[src/rtl/fft_pkg.sv]
// Shared types and helpers for the FFT output serializer.
// FFT_SER_FFTSHIFT_EN selects zero-frequency-centred emission order.
package fft_pkg;

   localparam int NUM_BINS = 8;
   localparam int BIN_W    = 3;
   localparam int CPLX_W   = 16;

   // Complex sample at the default component width; the RTL carries {real, imag} in this packing.
   typedef struct packed {
      logic signed [CPLX_W-1:0] re;
      logic signed [CPLX_W-1:0] im;
   } cplx_t;

   typedef enum logic [1:0] {
      OCC_EMPTY = 2'd0,
      OCC_ONE   = 2'd1,
      OCC_FULL  = 2'd2
   } occ_t;

   function automatic logic [BIN_W-1:0] order(input logic [BIN_W-1:0] bin);
`ifdef FFT_SER_FFTSHIFT_EN
      return bin ^ 3'd4;
`else
      return bin;
`endif
   endfunction

endpackage

[src/rtl/fft_output_serializer_if.sv]
// Frame-capture and sample-stream signals of the FFT output serializer.
interface fft_output_serializer_if #(parameter int WIDTH = 16);

   // Handshakes: a frame is taken on the edge where s_valid && s_ready; a sample is
   // taken on the edge where m_valid && m_ready, and while m_valid && !m_ready the
   // m_* outputs hold. s_ready and m_valid depend only on registered occupancy.
   logic                    s_valid;
   logic                    s_ready;
   logic signed [WIDTH-1:0] x_in_0_real, x_in_0_imag;
   logic signed [WIDTH-1:0] x_in_1_real, x_in_1_imag;
   logic signed [WIDTH-1:0] x_in_2_real, x_in_2_imag;
   logic signed [WIDTH-1:0] x_in_3_real, x_in_3_imag;
   logic signed [WIDTH-1:0] x_in_4_real, x_in_4_imag;
   logic signed [WIDTH-1:0] x_in_5_real, x_in_5_imag;
   logic signed [WIDTH-1:0] x_in_6_real, x_in_6_imag;
   logic signed [WIDTH-1:0] x_in_7_real, x_in_7_imag;
   logic                    m_valid;
   logic                    m_ready;
   logic signed [WIDTH-1:0] m_real;
   logic signed [WIDTH-1:0] m_imag;
   logic [2:0]              m_index;
   logic                    m_last;
   logic                    overflow;

   modport slave (
      input  s_valid,
      input  x_in_0_real, x_in_0_imag, x_in_1_real, x_in_1_imag,
      input  x_in_2_real, x_in_2_imag, x_in_3_real, x_in_3_imag,
      input  x_in_4_real, x_in_4_imag, x_in_5_real, x_in_5_imag,
      input  x_in_6_real, x_in_6_imag, x_in_7_real, x_in_7_imag,
      input  m_ready,
      output s_ready, m_valid, m_real, m_imag, m_index, m_last, overflow
   );

   modport master (
      output s_valid,
      output x_in_0_real, x_in_0_imag, x_in_1_real, x_in_1_imag,
      output x_in_2_real, x_in_2_imag, x_in_3_real, x_in_3_imag,
      output x_in_4_real, x_in_4_imag, x_in_5_real, x_in_5_imag,
      output x_in_6_real, x_in_6_imag, x_in_7_real, x_in_7_imag,
      output m_ready,
      input  s_ready, m_valid, m_real, m_imag, m_index, m_last, overflow
   );

endinterface

[src/rtl/fft_frame_buffer.sv]
// Ping-pong frame store: whole-frame write into one slot, single-entry read.
module fft_frame_buffer
   import fft_pkg::*;
#(
   parameter int WIDTH      = 16,
   parameter int NUM_FRAMES = 2
) (
   input  logic                                 clk,
   input  logic                                 wr_en,
   input  logic                                 wr_slot,
   input  logic [NUM_BINS-1:0][2*WIDTH-1:0]     wr_data,
   input  logic                                 rd_slot,
   input  logic [BIN_W-1:0]                     rd_idx,
   output logic [2*WIDTH-1:0]                   rd_data
);

   // Contents are left unreset; a slot is only read after a full frame lands in it.
   logic [2*WIDTH-1:0] mem_q [NUM_FRAMES][NUM_BINS];
   logic [2*WIDTH-1:0] mem_d [NUM_FRAMES][NUM_BINS];

   always_comb begin
      mem_d = mem_q;
      if (wr_en) begin
         for (int k = 0; k < NUM_BINS; k++) begin
            mem_d[wr_slot][k] = wr_data[k];
         end
      end
   end

   always_ff @(posedge clk) begin
      mem_q <= mem_d;
   end

   assign rd_data = mem_q[rd_slot][rd_idx];

endmodule

[src/rtl/fft_output_serializer.sv]
// Captures 8-bin FFT frames into a two-slot buffer and streams them one bin per cycle.
// Define FFT_SER_FFTSHIFT_EN to emit bins in 4..7,0..3 order.
module fft_output_serializer
   import fft_pkg::*;
#(
   parameter int WIDTH      = 16,
   parameter int NUM_FRAMES = 2
) (
   input  logic                    clk,
   input  logic                    rst,
   fft_output_serializer_if.slave  bus,
   output occ_t                    dbg_occ
);

   occ_t             state_q, state_d;
   logic             wr_sel_q, wr_sel_d;
   logic             rd_sel_q, rd_sel_d;
   logic [BIN_W-1:0] bin_q, bin_d;
   logic             overflow_q, overflow_d;

   logic             s_ready;
   logic             m_valid;
   logic             capture;
   logic             xfer;
   logic             pop_last;
   logic [BIN_W-1:0] rd_idx;
   logic [2*WIDTH-1:0] rd_data;
   logic [NUM_BINS-1:0][2*WIDTH-1:0] wr_data;

   assign s_ready  = (state_q != OCC_FULL);
   assign m_valid  = (state_q != OCC_EMPTY);
   assign capture  = bus.s_valid && s_ready;
   assign xfer     = m_valid && bus.m_ready;
   assign pop_last = xfer && (bin_q == 3'd7);
   assign rd_idx   = order(bin_q);

   assign wr_data[0] = {bus.x_in_0_real, bus.x_in_0_imag};
   assign wr_data[1] = {bus.x_in_1_real, bus.x_in_1_imag};
   assign wr_data[2] = {bus.x_in_2_real, bus.x_in_2_imag};
   assign wr_data[3] = {bus.x_in_3_real, bus.x_in_3_imag};
   assign wr_data[4] = {bus.x_in_4_real, bus.x_in_4_imag};
   assign wr_data[5] = {bus.x_in_5_real, bus.x_in_5_imag};
   assign wr_data[6] = {bus.x_in_6_real, bus.x_in_6_imag};
   assign wr_data[7] = {bus.x_in_7_real, bus.x_in_7_imag};

   fft_frame_buffer #(
      .WIDTH      (WIDTH),
      .NUM_FRAMES (NUM_FRAMES)
   ) u_buf (
      .clk     (clk),
      .wr_en   (capture),
      .wr_slot (wr_sel_q),
      .wr_data (wr_data),
      .rd_slot (rd_sel_q),
      .rd_idx  (rd_idx),
      .rd_data (rd_data)
   );

   // A full buffer refuses capture even when the last bin pops the same cycle.
   always_comb begin
      state_d    = state_q;
      wr_sel_d   = wr_sel_q;
      rd_sel_d   = rd_sel_q;
      bin_d      = bin_q;
      overflow_d = overflow_q;
      if (capture) wr_sel_d = ~wr_sel_q;
      if (xfer) bin_d = bin_q + 3'd1;
      if (pop_last) rd_sel_d = ~rd_sel_q;
      if (bus.s_valid && !s_ready) overflow_d = 1'b1;
      unique case (state_q)
         OCC_EMPTY: if (capture) state_d = OCC_ONE;
         OCC_ONE: begin
            if (capture && !pop_last) state_d = OCC_FULL;
            else if (!capture && pop_last) state_d = OCC_EMPTY;
         end
         OCC_FULL: if (pop_last) state_d = OCC_ONE;
         default: state_d = OCC_EMPTY;
      endcase
   end

   always_ff @(posedge clk) begin
      if (rst) begin
         state_q    <= OCC_EMPTY;
         wr_sel_q   <= 1'b0;
         rd_sel_q   <= 1'b0;
         bin_q      <= '0;
         overflow_q <= 1'b0;
      end else begin
         state_q    <= state_d;
         wr_sel_q   <= wr_sel_d;
         rd_sel_q   <= rd_sel_d;
         bin_q      <= bin_d;
         overflow_q <= overflow_d;
      end
   end

   assign bus.s_ready  = s_ready;
   assign bus.m_valid  = m_valid;
   assign bus.m_real   = m_valid ? rd_data[2*WIDTH-1:WIDTH] : '0;
   assign bus.m_imag   = m_valid ? rd_data[WIDTH-1:0] : '0;
   assign bus.m_index  = m_valid ? rd_idx : '0;
   assign bus.m_last   = m_valid && (bin_q == 3'd7);
   assign bus.overflow = overflow_q;
   assign dbg_occ      = state_q;

endmodule

[src/flat_wrapper.sv]
// flat-port wrapper written by rule: the top's interface ports become plain ports
module fft_output_serializer_flat import fft_pkg::*;
#(
   parameter int WIDTH      = 16,
   parameter int NUM_FRAMES = 2
)
  (clk, rst, dbg_occ, bus_s_valid, bus_x_in_0_real, bus_x_in_0_imag, bus_x_in_1_real, bus_x_in_1_imag, bus_x_in_2_real, bus_x_in_2_imag, bus_x_in_3_real, bus_x_in_3_imag, bus_x_in_4_real, bus_x_in_4_imag, bus_x_in_5_real, bus_x_in_5_imag, bus_x_in_6_real, bus_x_in_6_imag, bus_x_in_7_real, bus_x_in_7_imag, bus_m_ready, bus_s_ready, bus_m_valid, bus_m_real, bus_m_imag, bus_m_index, bus_m_last, bus_overflow);
  fft_output_serializer_if #(.WIDTH(WIDTH)) bus_i ();
  input  logic clk;
  input  logic rst;
  output occ_t dbg_occ;
  input wire logic [$bits(bus_i.s_valid)-1:0] bus_s_valid;
  input wire logic [$bits(bus_i.x_in_0_real)-1:0] bus_x_in_0_real;
  input wire logic [$bits(bus_i.x_in_0_imag)-1:0] bus_x_in_0_imag;
  input wire logic [$bits(bus_i.x_in_1_real)-1:0] bus_x_in_1_real;
  input wire logic [$bits(bus_i.x_in_1_imag)-1:0] bus_x_in_1_imag;
  input wire logic [$bits(bus_i.x_in_2_real)-1:0] bus_x_in_2_real;
  input wire logic [$bits(bus_i.x_in_2_imag)-1:0] bus_x_in_2_imag;
  input wire logic [$bits(bus_i.x_in_3_real)-1:0] bus_x_in_3_real;
  input wire logic [$bits(bus_i.x_in_3_imag)-1:0] bus_x_in_3_imag;
  input wire logic [$bits(bus_i.x_in_4_real)-1:0] bus_x_in_4_real;
  input wire logic [$bits(bus_i.x_in_4_imag)-1:0] bus_x_in_4_imag;
  input wire logic [$bits(bus_i.x_in_5_real)-1:0] bus_x_in_5_real;
  input wire logic [$bits(bus_i.x_in_5_imag)-1:0] bus_x_in_5_imag;
  input wire logic [$bits(bus_i.x_in_6_real)-1:0] bus_x_in_6_real;
  input wire logic [$bits(bus_i.x_in_6_imag)-1:0] bus_x_in_6_imag;
  input wire logic [$bits(bus_i.x_in_7_real)-1:0] bus_x_in_7_real;
  input wire logic [$bits(bus_i.x_in_7_imag)-1:0] bus_x_in_7_imag;
  input wire logic [$bits(bus_i.m_ready)-1:0] bus_m_ready;
  output wire logic [$bits(bus_i.s_ready)-1:0] bus_s_ready;
  output wire logic [$bits(bus_i.m_valid)-1:0] bus_m_valid;
  output wire logic [$bits(bus_i.m_real)-1:0] bus_m_real;
  output wire logic [$bits(bus_i.m_imag)-1:0] bus_m_imag;
  output wire logic [$bits(bus_i.m_index)-1:0] bus_m_index;
  output wire logic [$bits(bus_i.m_last)-1:0] bus_m_last;
  output wire logic [$bits(bus_i.overflow)-1:0] bus_overflow;
  assign bus_i.s_valid = bus_s_valid;
  assign bus_i.x_in_0_real = bus_x_in_0_real;
  assign bus_i.x_in_0_imag = bus_x_in_0_imag;
  assign bus_i.x_in_1_real = bus_x_in_1_real;
  assign bus_i.x_in_1_imag = bus_x_in_1_imag;
  assign bus_i.x_in_2_real = bus_x_in_2_real;
  assign bus_i.x_in_2_imag = bus_x_in_2_imag;
  assign bus_i.x_in_3_real = bus_x_in_3_real;
  assign bus_i.x_in_3_imag = bus_x_in_3_imag;
  assign bus_i.x_in_4_real = bus_x_in_4_real;
  assign bus_i.x_in_4_imag = bus_x_in_4_imag;
  assign bus_i.x_in_5_real = bus_x_in_5_real;
  assign bus_i.x_in_5_imag = bus_x_in_5_imag;
  assign bus_i.x_in_6_real = bus_x_in_6_real;
  assign bus_i.x_in_6_imag = bus_x_in_6_imag;
  assign bus_i.x_in_7_real = bus_x_in_7_real;
  assign bus_i.x_in_7_imag = bus_x_in_7_imag;
  assign bus_i.m_ready = bus_m_ready;
  assign bus_s_ready = bus_i.s_ready;
  assign bus_m_valid = bus_i.m_valid;
  assign bus_m_real = bus_i.m_real;
  assign bus_m_imag = bus_i.m_imag;
  assign bus_m_index = bus_i.m_index;
  assign bus_m_last = bus_i.m_last;
  assign bus_overflow = bus_i.overflow;
  fft_output_serializer #(.WIDTH(WIDTH), .NUM_FRAMES(NUM_FRAMES)) u_core (.clk(clk), .rst(rst), .bus(bus_i), .dbg_occ(dbg_occ));
endmodule
[config.mk]
export PLATFORM = sky130hd
export DESIGN_NAME = fft_output_serializer_flat
export DESIGN_NICKNAME = d
export VERILOG_FILES = /design/src/rtl/fft_pkg.sv /design/src/rtl/fft_output_serializer_if.sv /design/src/rtl/fft_frame_buffer.sv /design/src/rtl/fft_output_serializer.sv /design/src/flat_wrapper.sv
export SDC_FILE = /design/constraint.sdc
export NUM_CORES = 1
export LEC_CHECK = 0
export ABC_CLOCK_PERIOD_IN_PS = 13400
export CELL_PAD_IN_SITES_DETAIL_PLACEMENT = 0
export CELL_PAD_IN_SITES_GLOBAL_PLACEMENT = 2
export CORE_MARGIN = 2
export CORE_UTILIZATION = 38
export CTS_BUF_LIST = sky130_fd_sc_hd__clkbuf_8
export DETAILED_ROUTE_END_ITERATION = 10
export GPL_ROUTABILITY_DRIVEN = 1
export PLACE_DENSITY_LB_ADDON = 0.1
export REMOVE_ABC_BUFFERS = 1
export SLEW_MARGIN = 30
export SYNTH_ARGS = -nofsm -noshare
export SYNTH_HDL_FRONTEND = slang
export SYNTH_SLANG_ARGS = --single-unit
[constraint.sdc]
create_clock -name clk -period 13.4 [get_ports clk]
set_input_delay 1.34 -clock clk [delete_from_list [all_inputs] [get_ports clk]]
set_output_delay 1.34 -clock clk [all_outputs]
set_load 0.02 [all_outputs]
==> impl_metrics.ini, run 1 <==
[synth]
ys_seq_area_frac = 0.7623
postSynthCellCount = 1000
synth.cell_area_sq_um = 20380
number_of_warnings_issued_by_yosys = 0
synth.lib_cells_used.distinct = 32
synth.avg_cell_area_sq_um = 20.38
ys_seq_elements = 520

[floorplanning]
die_width_um = 235.6
die_h_um = 235.6
std_cell_rows = 84
initial_utilization = 0.3862
core_region_area_sq_um = 52760
die_area_sq_um = 55500
num_io_pins = 301

[worst_setup_path]
worst_path_largest_cell_delay_ps = 700
timing.rr.end = u_core.u_buf.mem_q[436]
worst-path-buf-inv = 3
worstPathCellList = buf_4 -> buf_4 -> mux4_2 -> a22oi_1 -> o211ai_1 -> clkdlybuf4s50_1
crit-reg2reg-launch = u_core.dbg_occ[0]
crit_path_start_kind = flip-flop
path_common_cell = buf_4
cpLargestDelayFamily = buffers and inverters
required_ps = 12060
worstSetupPathType = reg2out
critical_path_peak_fanout = 40
crit_arrival_ps = 4240
slack_of_the_worst_reg_to_reg_path_ps = 10120
reg2reg_depth = 6
cpMaxStageDelayCell = buf_4
cp-end-kind = output pin

[timing]
final_hold_violation_count = 0
max-slew-margin-rel = 0.3664
finalCriticalPeriod_ps = 5576
fin_worst_skew_ps = 16.97
final_max_tran_viols = 0
max_freq_mhz = 179.3
setup_tns_ps = 0
worst-slew-pin-transition_ps = 950.3
final.period_utilization = 0.4161
setup_slack_ps = 7824
rsz0062_at_grt = false
setup_violations = 0
timing.hold.ws_ps = 481.0

[job]
drv_cap = 0

[clock_network]
clk_transition_reported_paths_ps = 60
post_cts.repair.setup_buffers = 0
clock_tree_from_tritoncts = built
h_tree_lvls = 3
cts-root-buf = clkbuf_8
cts_resized = 0
cts_num_sinks = 520
cts_hold_repair.buffers = 0
clockBufferDepth = 3
clkLatencyLatePin_ps = 670
cts-buffers-inserted = 90

[pwr]
power.density_nw_per_um2 = 136.4
total_power_mw = 3.508
cellLeakagePower_nw = 8.179
power.ir.vdd_worst_v = 0.00006243

[finish]
final_cell_area_sq_um = 25720
final_common_cell = edfxtp_1
area.growth.synth_to_final_pct = 26.21
multiInputGateArea_sq_um = 4491
layout_common_cells = edfxtp_1, clkdlybuf4s50_1, mux4_2, clkbuf_8, mux2i_1
fin_util = 0.4875
final-seq-area_sq_um = 15550
finish.cell_count_without_fillers = 2115
layout-drive-gt1-share = 0.1643
fillers = 4517
finish.net_count = 1617

[min_path]
hold-path-endpoint = u_core.bus.overflow
hold_depth = 2
hold_start = u_core.bus.overflow
min_delay_path_class = reg2reg

[drt]
ratio_of_routed_vias_to_standard_cells = 5.048
drt.antenna.violating_nets = 0
drc = 0
num_vias = 10676
detail_route.wl_per_cell_um = 23.32
wirelength_um = 49310
drtIter0Drc = 595
dr.pass1.iters = 5

[placement]
post-place-ws_ps = 8366
port-buffer-count = 300
place.detailed.hpwl_um = 29600
placed_cell_area_sq_um = 24150
placedCellCount = 1950
routability_congestion = 0.7256

[grt]
first_pass_grt_wire_length_um = 73120
first_global_vias = 11594
grtUsageTotal = 0.1785
grt_max_degree = 73
grt_remaining_overflow = 0
grt_antenna_before_repair = 16

[run_status]
outcome = completed
[power breakdown]
group	internal (mW)	switching [mW]	total [mW]
Clock	0.636	0.629	1.26
Sequential	1.91	0.0264	1.94
Combinational	0.147	0.155	0.302
[worst min-delay path, stage by stage (launching register included)]
cell     delay, ps
dfxtp_1        340
a21oi_1         50
nor2_1          70
[sequential cells by signal, indices dropped and copies added (netlist names)]
register	count
u_core.u_buf.mem_q	512
u_core.wr_sel_q	1
u_core.dbg_occ	2
u_core.rd_sel_q	1
u_core.bin_q	3
u_core.bus.overflow	1
[layout make-up]
type	count	area share
flip-flops and latches	520	0.6045
multi-input cells	418	0.1746
repair buffers	321	0.1260
clock buffers	92	0.04923
well taps	688	0.03347
clock inverters	70	0.01148
inverters	3	0.0004378
diodes	3	0.0002919
[cells by family after synthesis]
logic type | count (synthesis) | synth area share
fa+ha+maj | 3 | 0.001842
compound gates | 94 | 0.03426
mux | 171 | 0.1429
simple gates | 147 | 0.03874
buf+inv | 62 | 0.01860
flops | 520 | 0.7623
xor+xnor | 3 | 0.001290
[worst max-delay path by stage]
stage                         start                       to  slack, ps  cells after the start
floorplan               bus_s_valid  u_core.u_buf.mem_q[256]        490                      2
global placement    u_core.rd_sel_q            bus_m_real[8]       7960                      6
detailed placement  u_core.rd_sel_q            bus_m_real[8]       8370                      6
CTS                 u_core.rd_sel_q            bus_m_real[8]       7610                      6
global route        u_core.rd_sel_q            bus_m_real[4]       7450                      7
finish              u_core.rd_sel_q            bus_m_real[8]       7820                      6
[routing by layer]
| metal | vias up | share of wire | GRT usage |
|---|---|---|---|
| met5 | - | 0.0033 | 0 |
| met4 | 26 | 0.017 | 0.05906 |
| met3 | 91 | 0.069 | 0.05746 |
| met2 | 291 | 0.49 | 0.2916 |
| met1 | 5421 | 0.42 | 0.2256 |
| li1 | 4847 | - | - |
[synthesized netlist by cell type, drive strengths merged]
master,number,area share
and3,1,0.00031
o21ba,1,0.00049
mux2i,75,0.037
nand3,31,0.0076
o22ai,5,0.0015
dfxtp,8,0.0079
nor4bb,1,0.00049
or2,1,0.00031
inv,3,0.00055
and2,37,0.011
buf,41,0.015
clkbuf,18,0.0033
a22oi,57,0.021
xor2,3,0.0013
a21oi,5,0.0012
ha,3,0.0018
o22a,1,0.00043
nor2b,35,0.011
edfxtp,512,0.75
nand2b,1,0.00031
nand2,32,0.0060
a221oi,1,0.00074
mux4,96,0.11
nor2,8,0.0016
o211ai,24,0.0088
No activity file was read; power rests on OpenSTA's default activity.
==> inputs of run 2 (changes only) <==
--- a/config.mk
+++ b/config.mk
@@ -5,11 +5,11 @@
 export SDC_FILE = /design/constraint.sdc
 export NUM_CORES = 1
 export LEC_CHECK = 0
-export ABC_CLOCK_PERIOD_IN_PS = 13400
+export ABC_CLOCK_PERIOD_IN_PS = 5700
 export CELL_PAD_IN_SITES_DETAIL_PLACEMENT = 0
 export CELL_PAD_IN_SITES_GLOBAL_PLACEMENT = 2
 export CORE_MARGIN = 2
-export CORE_UTILIZATION = 38
+export CORE_UTILIZATION = 42
 export CTS_BUF_LIST = sky130_fd_sc_hd__clkbuf_8
 export DETAILED_ROUTE_END_ITERATION = 10
 export GPL_ROUTABILITY_DRIVEN = 1
==> constraint.sdc (replaced) <==
create_clock -name clk -period 5.7 [get_ports clk]
set_input_delay 0.57 -clock clk [delete_from_list [all_inputs] [get_ports clk]]
set_output_delay 0.57 -clock clk [all_outputs]
set_load 0.02 [all_outputs]
==> impl_metrics.ini, run 2 (synthesis gave the netlist of run 1 again) <==
[run_status]
outcome = completed

[drt]
drc = 0
detail_route.wl_per_cell_um = 22.98
wirelength_um = 46670
drt.antenna.violating_nets = 0
drtIter0Drc = 701
dr.pass1.iters = 5
ratio_of_routed_vias_to_standard_cells = 5.214
num_vias = 10589

[worst_setup_path]
cp-end-kind = output pin
critical_path_peak_fanout = 37
worstSetupPathType = reg2out
crit_arrival_ps = 3790
crit_path_start_kind = flip-flop
slack_of_the_worst_reg_to_reg_path_ps = 2710
required_ps = 5130

[floorplanning]
initial_utilization = 0.4259
die_area_sq_um = 50300
core_region_area_sq_um = 47850
die_width_um = 224.3
num_io_pins = 301
std_cell_rows = 80
die_h_um = 224.3

[grt]
first_pass_grt_wire_length_um = 69590
first_global_vias = 11226
grtUsageTotal = 0.1894
grt_max_degree = 132
grt_antenna_before_repair = 9
grt_remaining_overflow = 0

[finish]
finish.net_count = 1608
fillers = 3914
largest-register = u_core.u_buf.mem_q
layout-drive-gt1-share = 0.1629
max_ffs_per_register = 512
final_common_cell = edfxtp_1
area.growth.synth_to_final_pct = 25.48
layout_common_cells = edfxtp_1, clkdlybuf4s50_1, mux4_2, clkbuf_8, mux2i_1
fin_util = 0.5344

[pwr]
power.density_nw_per_um2 = 321.8
internal-power_mw = 6.370
power.switching_mw = 1.859
seqPwrFrac = 0.556
power.ir.vdd_worst_v = 0.0001434
cellLeakagePower_nw = 8.136
comb_power_share = 0.083
power.share.clock = 0.361
swShare = 0.2259

[timing]
finalCriticalPeriod_ps = 4364
worst-slew-pin-transition_ps = 953.0
max_freq_mhz = 229.2
final_max_tran_viols = 0
rsz0062_at_grt = false
fin_worst_skew_ps = 16.41
final.period_utilization = 0.7656
setup_violations = 0
final_hold_violation_count = 0
max-slew-margin-rel = 0.3646
timing.hold.ws_ps = 475.1

[clock_network]
cts_hold_repair.buffers = 0
cts_num_sinks = 520
clkLatencyLatePin_ps = 640
cts_resized = 0
clockBufferDepth = 3
h_tree_lvls = 3
clk_transition_reported_paths_ps = 60
clock_tree_from_tritoncts = built
post_cts.repair.setup_buffers = 0
cts-root-buf = clkbuf_8
cts-buffers-inserted = 89

[placement]
routability_congestion = 0.7280
place.detailed.hpwl_um = 27480
port-buffer-count = 300

[job]
drv_cap = 0

[min_path]
min_delay_path_class = reg2reg
[run 2: layout make-up]
| cell class | count | area [sq um] | share of cell area |
|---|---|---|---|
| tap | 615 | 769.5 | 0.03009 |
| antenna | 4 | 10.01 | 0.0003914 |
| sequential | 520 | 15550 | 0.6080 |
| multi-input combinational | 418 | 4491 | 0.1756 |
| clock buffer | 95 | 1308 | 0.05113 |
| timing repair buffer | 313 | 3179 | 0.1243 |
| clock inverter | 63 | 255.2 | 0.009982 |
| inverter | 3 | 11.26 | 0.0004404 |
[run 2: power by group through the flow]
stage                     logic (mW)  registers, mW  clock network (mW)
after CTS                      0.698           4.58                3.08
after floorplan                0.307           4.72                   0
after detailed placement       0.696           4.66                   0
after global routing           0.743           4.60                3.25
final                          0.682           4.57                2.97
after global placement         0.689           4.65                   0
[run 2: final timing paths]
path	from	endpoint	depth (start not counted)
worst max-delay path	u_core.dbg_occ[0]	bus_m_imag[6]	7
worst min register to register	u_core.bus.overflow	u_core.bus.overflow	2
worst max register to register	u_core.wr_sel_q	u_core.u_buf.mem_q[216]	3
worst min-delay path	u_core.bus.overflow	u_core.bus.overflow	2
[run 2: metal layers]
| metal | wire [um] | share of wire | global-route usage |
|---|---|---|---|
| met1 | 19970 | 0.43 | 0.2526 |
| met2 | 22610 | 0.48 | 0.3013 |
| met3 | 3111 | 0.067 | 0.05787 |
| met4 | 919 | 0.020 | 0.05704 |
| met5 | 69 | 0.0015 | 0 |
[run 2: critical path: stages, from the launching register on]
cell and delay [ps]:
dfxtp_1 430, or2_1 320, nand2_2 210, inv_2 720, buf_4 400, a22oi_1 120
o211ai_1 270, clkdlybuf4s50_1 660
[run 2: metrics by stage]
stage | instance area, sq um | TNS, ps | std cells | power (mW) | worst slack [ps]
2_1_floorplan | 20010 | -2343060 | 941 | 5.030 | -6757
3_3_place_gp | 23990 | 0 | 1869 | 5.335 | 1918
3_5_place_dp | 24000 | 0 | 1869 | 5.352 | 1918
4_1_cts | 25560 | 0 | 2027 | 8.352 | 1184
5_1_grt | 25560 | 0 | 2028 | 8.589 | 1057
6_report | 25570 | 0 | 2031 | 8.228 | 1336
==> inputs of run 3 (changes only) <==
--- a/config.mk
+++ b/config.mk
@@ -5,11 +5,11 @@
 export SDC_FILE = /design/constraint.sdc
 export NUM_CORES = 1
 export LEC_CHECK = 0
-export ABC_CLOCK_PERIOD_IN_PS = 5700
+export ABC_CLOCK_PERIOD_IN_PS = 3900
 export CELL_PAD_IN_SITES_DETAIL_PLACEMENT = 0
 export CELL_PAD_IN_SITES_GLOBAL_PLACEMENT = 2
 export CORE_MARGIN = 2
-export CORE_UTILIZATION = 42
+export CORE_UTILIZATION = 38
 export CTS_BUF_LIST = sky130_fd_sc_hd__clkbuf_8
 export DETAILED_ROUTE_END_ITERATION = 10
 export GPL_ROUTABILITY_DRIVEN = 1
==> constraint.sdc (replaced) <==
create_clock -name clk -period 3.9 [get_ports clk]
set_input_delay 0.39 -clock clk [delete_from_list [all_inputs] [get_ports clk]]
set_output_delay 0.39 -clock clk [all_outputs]
set_load 0.02 [all_outputs]
==> impl_metrics.ini, run 3 (synthesis gave the netlist of run 1 again) <==
[finish]
final_cell_area_sq_um = 25810
layout-drive-gt1-share = 0.1662
finish.net_count = 1622
area.growth.synth_to_final_pct = 26.67
max_ffs_per_register = 512
final_common_cell = edfxtp_1
largest-register = u_core.u_buf.mem_q
fin_util = 0.4892
layout_common_cells = edfxtp_1, clkdlybuf4s50_1, mux4_2, clkbuf_8, mux2i_1

[placement]
placed_cell_area_sq_um = 24290
place.detailed.hpwl_um = 29940
routability_congestion = 0.7200
port-buffer-count = 300

[drt]
drc = 0
ratio_of_routed_vias_to_standard_cells = 5.054
dr.pass1.iters = 5
drtIter0Drc = 647
detail_route.wl_per_cell_um = 23.04
num_vias = 10700
wirelength_um = 48770
drt.antenna.violating_nets = 0

[grt]
first_global_vias = 11464
grt_max_degree = 101
gr-usage-met1 = 0.2262
global_route.peak_usage_layer = met2
grt_antenna_before_repair = 11
grt_remaining_overflow = 0
grtUsageTotal = 0.1764
grt.met2_usage = 0.2885
first_pass_grt_wire_length_um = 71920
grt_use_met3 = 0.05312

[timing]
setup_tns_ps = 0
max-slew-margin-rel = 0.4334
finalCriticalPeriod_ps = 3580
final_max_tran_viols = 0
final.period_utilization = 0.9179
fin_worst_skew_ps = 20.10
worst-slew-pin-transition_ps = 849.9
timing.hold.ws_ps = 317.0
max_freq_mhz = 279.4
final_hold_violation_count = 0
setup_violations = 0
rsz0062_at_grt = false

[clock_network]
post_cts.repair.setup_buffers = 0
clkLatencyLatePin_ps = 640
cts-buffers-inserted = 88
clockBufferDepth = 3
cts-root-buf = clkbuf_8
cts_hold_repair.buffers = 0
cts_resized = 0
clock_tree_from_tritoncts = built
cts_num_sinks = 520
clk_transition_reported_paths_ps = 60
h_tree_lvls = 3

[worst_setup_path]
worstPathCellList = or2_1 -> nand2_2 -> inv_2 -> buf_4 -> a22oi_1 -> o211ai_1 -> clkdlybuf4s50_1
crit_path_start_kind = flip-flop
critical_path_peak_fanout = 21
cpMaxStageDelayCell = clkdlybuf4s50_1
crit_arrival_ps = 3190
worst_path_largest_cell_delay_ps = 690
cp-end-kind = output pin
required_ps = 3510
worstSetupPathType = reg2out

[floorplanning]
initial_utilization = 0.3862
die_width_um = 235.6
core_region_area_sq_um = 52760
die_h_um = 235.6
num_io_pins = 301
die_area_sq_um = 55500
std_cell_rows = 84

[pwr]
total_power_mw = 11.97
power.density_nw_per_um2 = 463.8
power.ir.vdd_worst_v = 0.0002428
cellLeakagePower_nw = 8.228

[job]
drv_cap = 0

[min_path]
min_delay_path_class = in2reg

[run_status]
outcome = completed
## run 3: report_power, final
group	switching (mW)	internal [mW]
Sequential	0.0851	6.57
Combinational	0.542	0.515
Clock	2.11	2.15
Total	2.74	9.24
## run 3: cell type report
type	instances	area, sq um
clock inverter	66	266.5
fill	4473	26950
clock buffer	91	1252
timing repair buffer	328	3376
tap	688	860.8
inverter	3	11.26
sequential	520	15550
multi-input combinational	418	4491
antenna	3	7.507
## run 3: stage by stage
| stage | std cells | setup WS (ps) |
|---|---|---|
| 6_report | 2117 | 320.3 |
| 5_1_grt | 2115 | 115.2 |
| 2_1_floorplan | 941 | -8557 |
| 3_5_place_dp | 1957 | 974.3 |
| 3_3_place_gp | 1957 | 998.2 |
| 4_1_cts | 2114 | 235.9 |
## run 3: final timing paths
kind	startpoint	end	slack, ps	cells after the start
min	bus_x_in_1_imag[6]	u_core.u_buf.mem_q[198]	320	1
max	u_core.dbg_occ[0]	bus_m_real[6]	320	7
max reg2reg	u_core.bin_q[0]	u_core.dbg_occ[1]	1320	8
min reg2reg	u_core.bus.overflow	u_core.bus.overflow	480	2
## run 3: routing by layer
layer | vias up | routed length [um]
met5 | - | 105
met3 | 79 | 3219
li1 | 4846 | -
met1 | 5462 | 20740
met2 | 297 | 23910
met4 | 16 | 800
## run 3: critical path: cells and delay by family, from the launching register on
family / cells / cell delay (ps)
AO/OA/AOI/OAI: 2 / 490
flip-flops: 1 / 410
AND/OR/NAND/NOR: 2 / 520
buffers and inverters: 3 / 1120
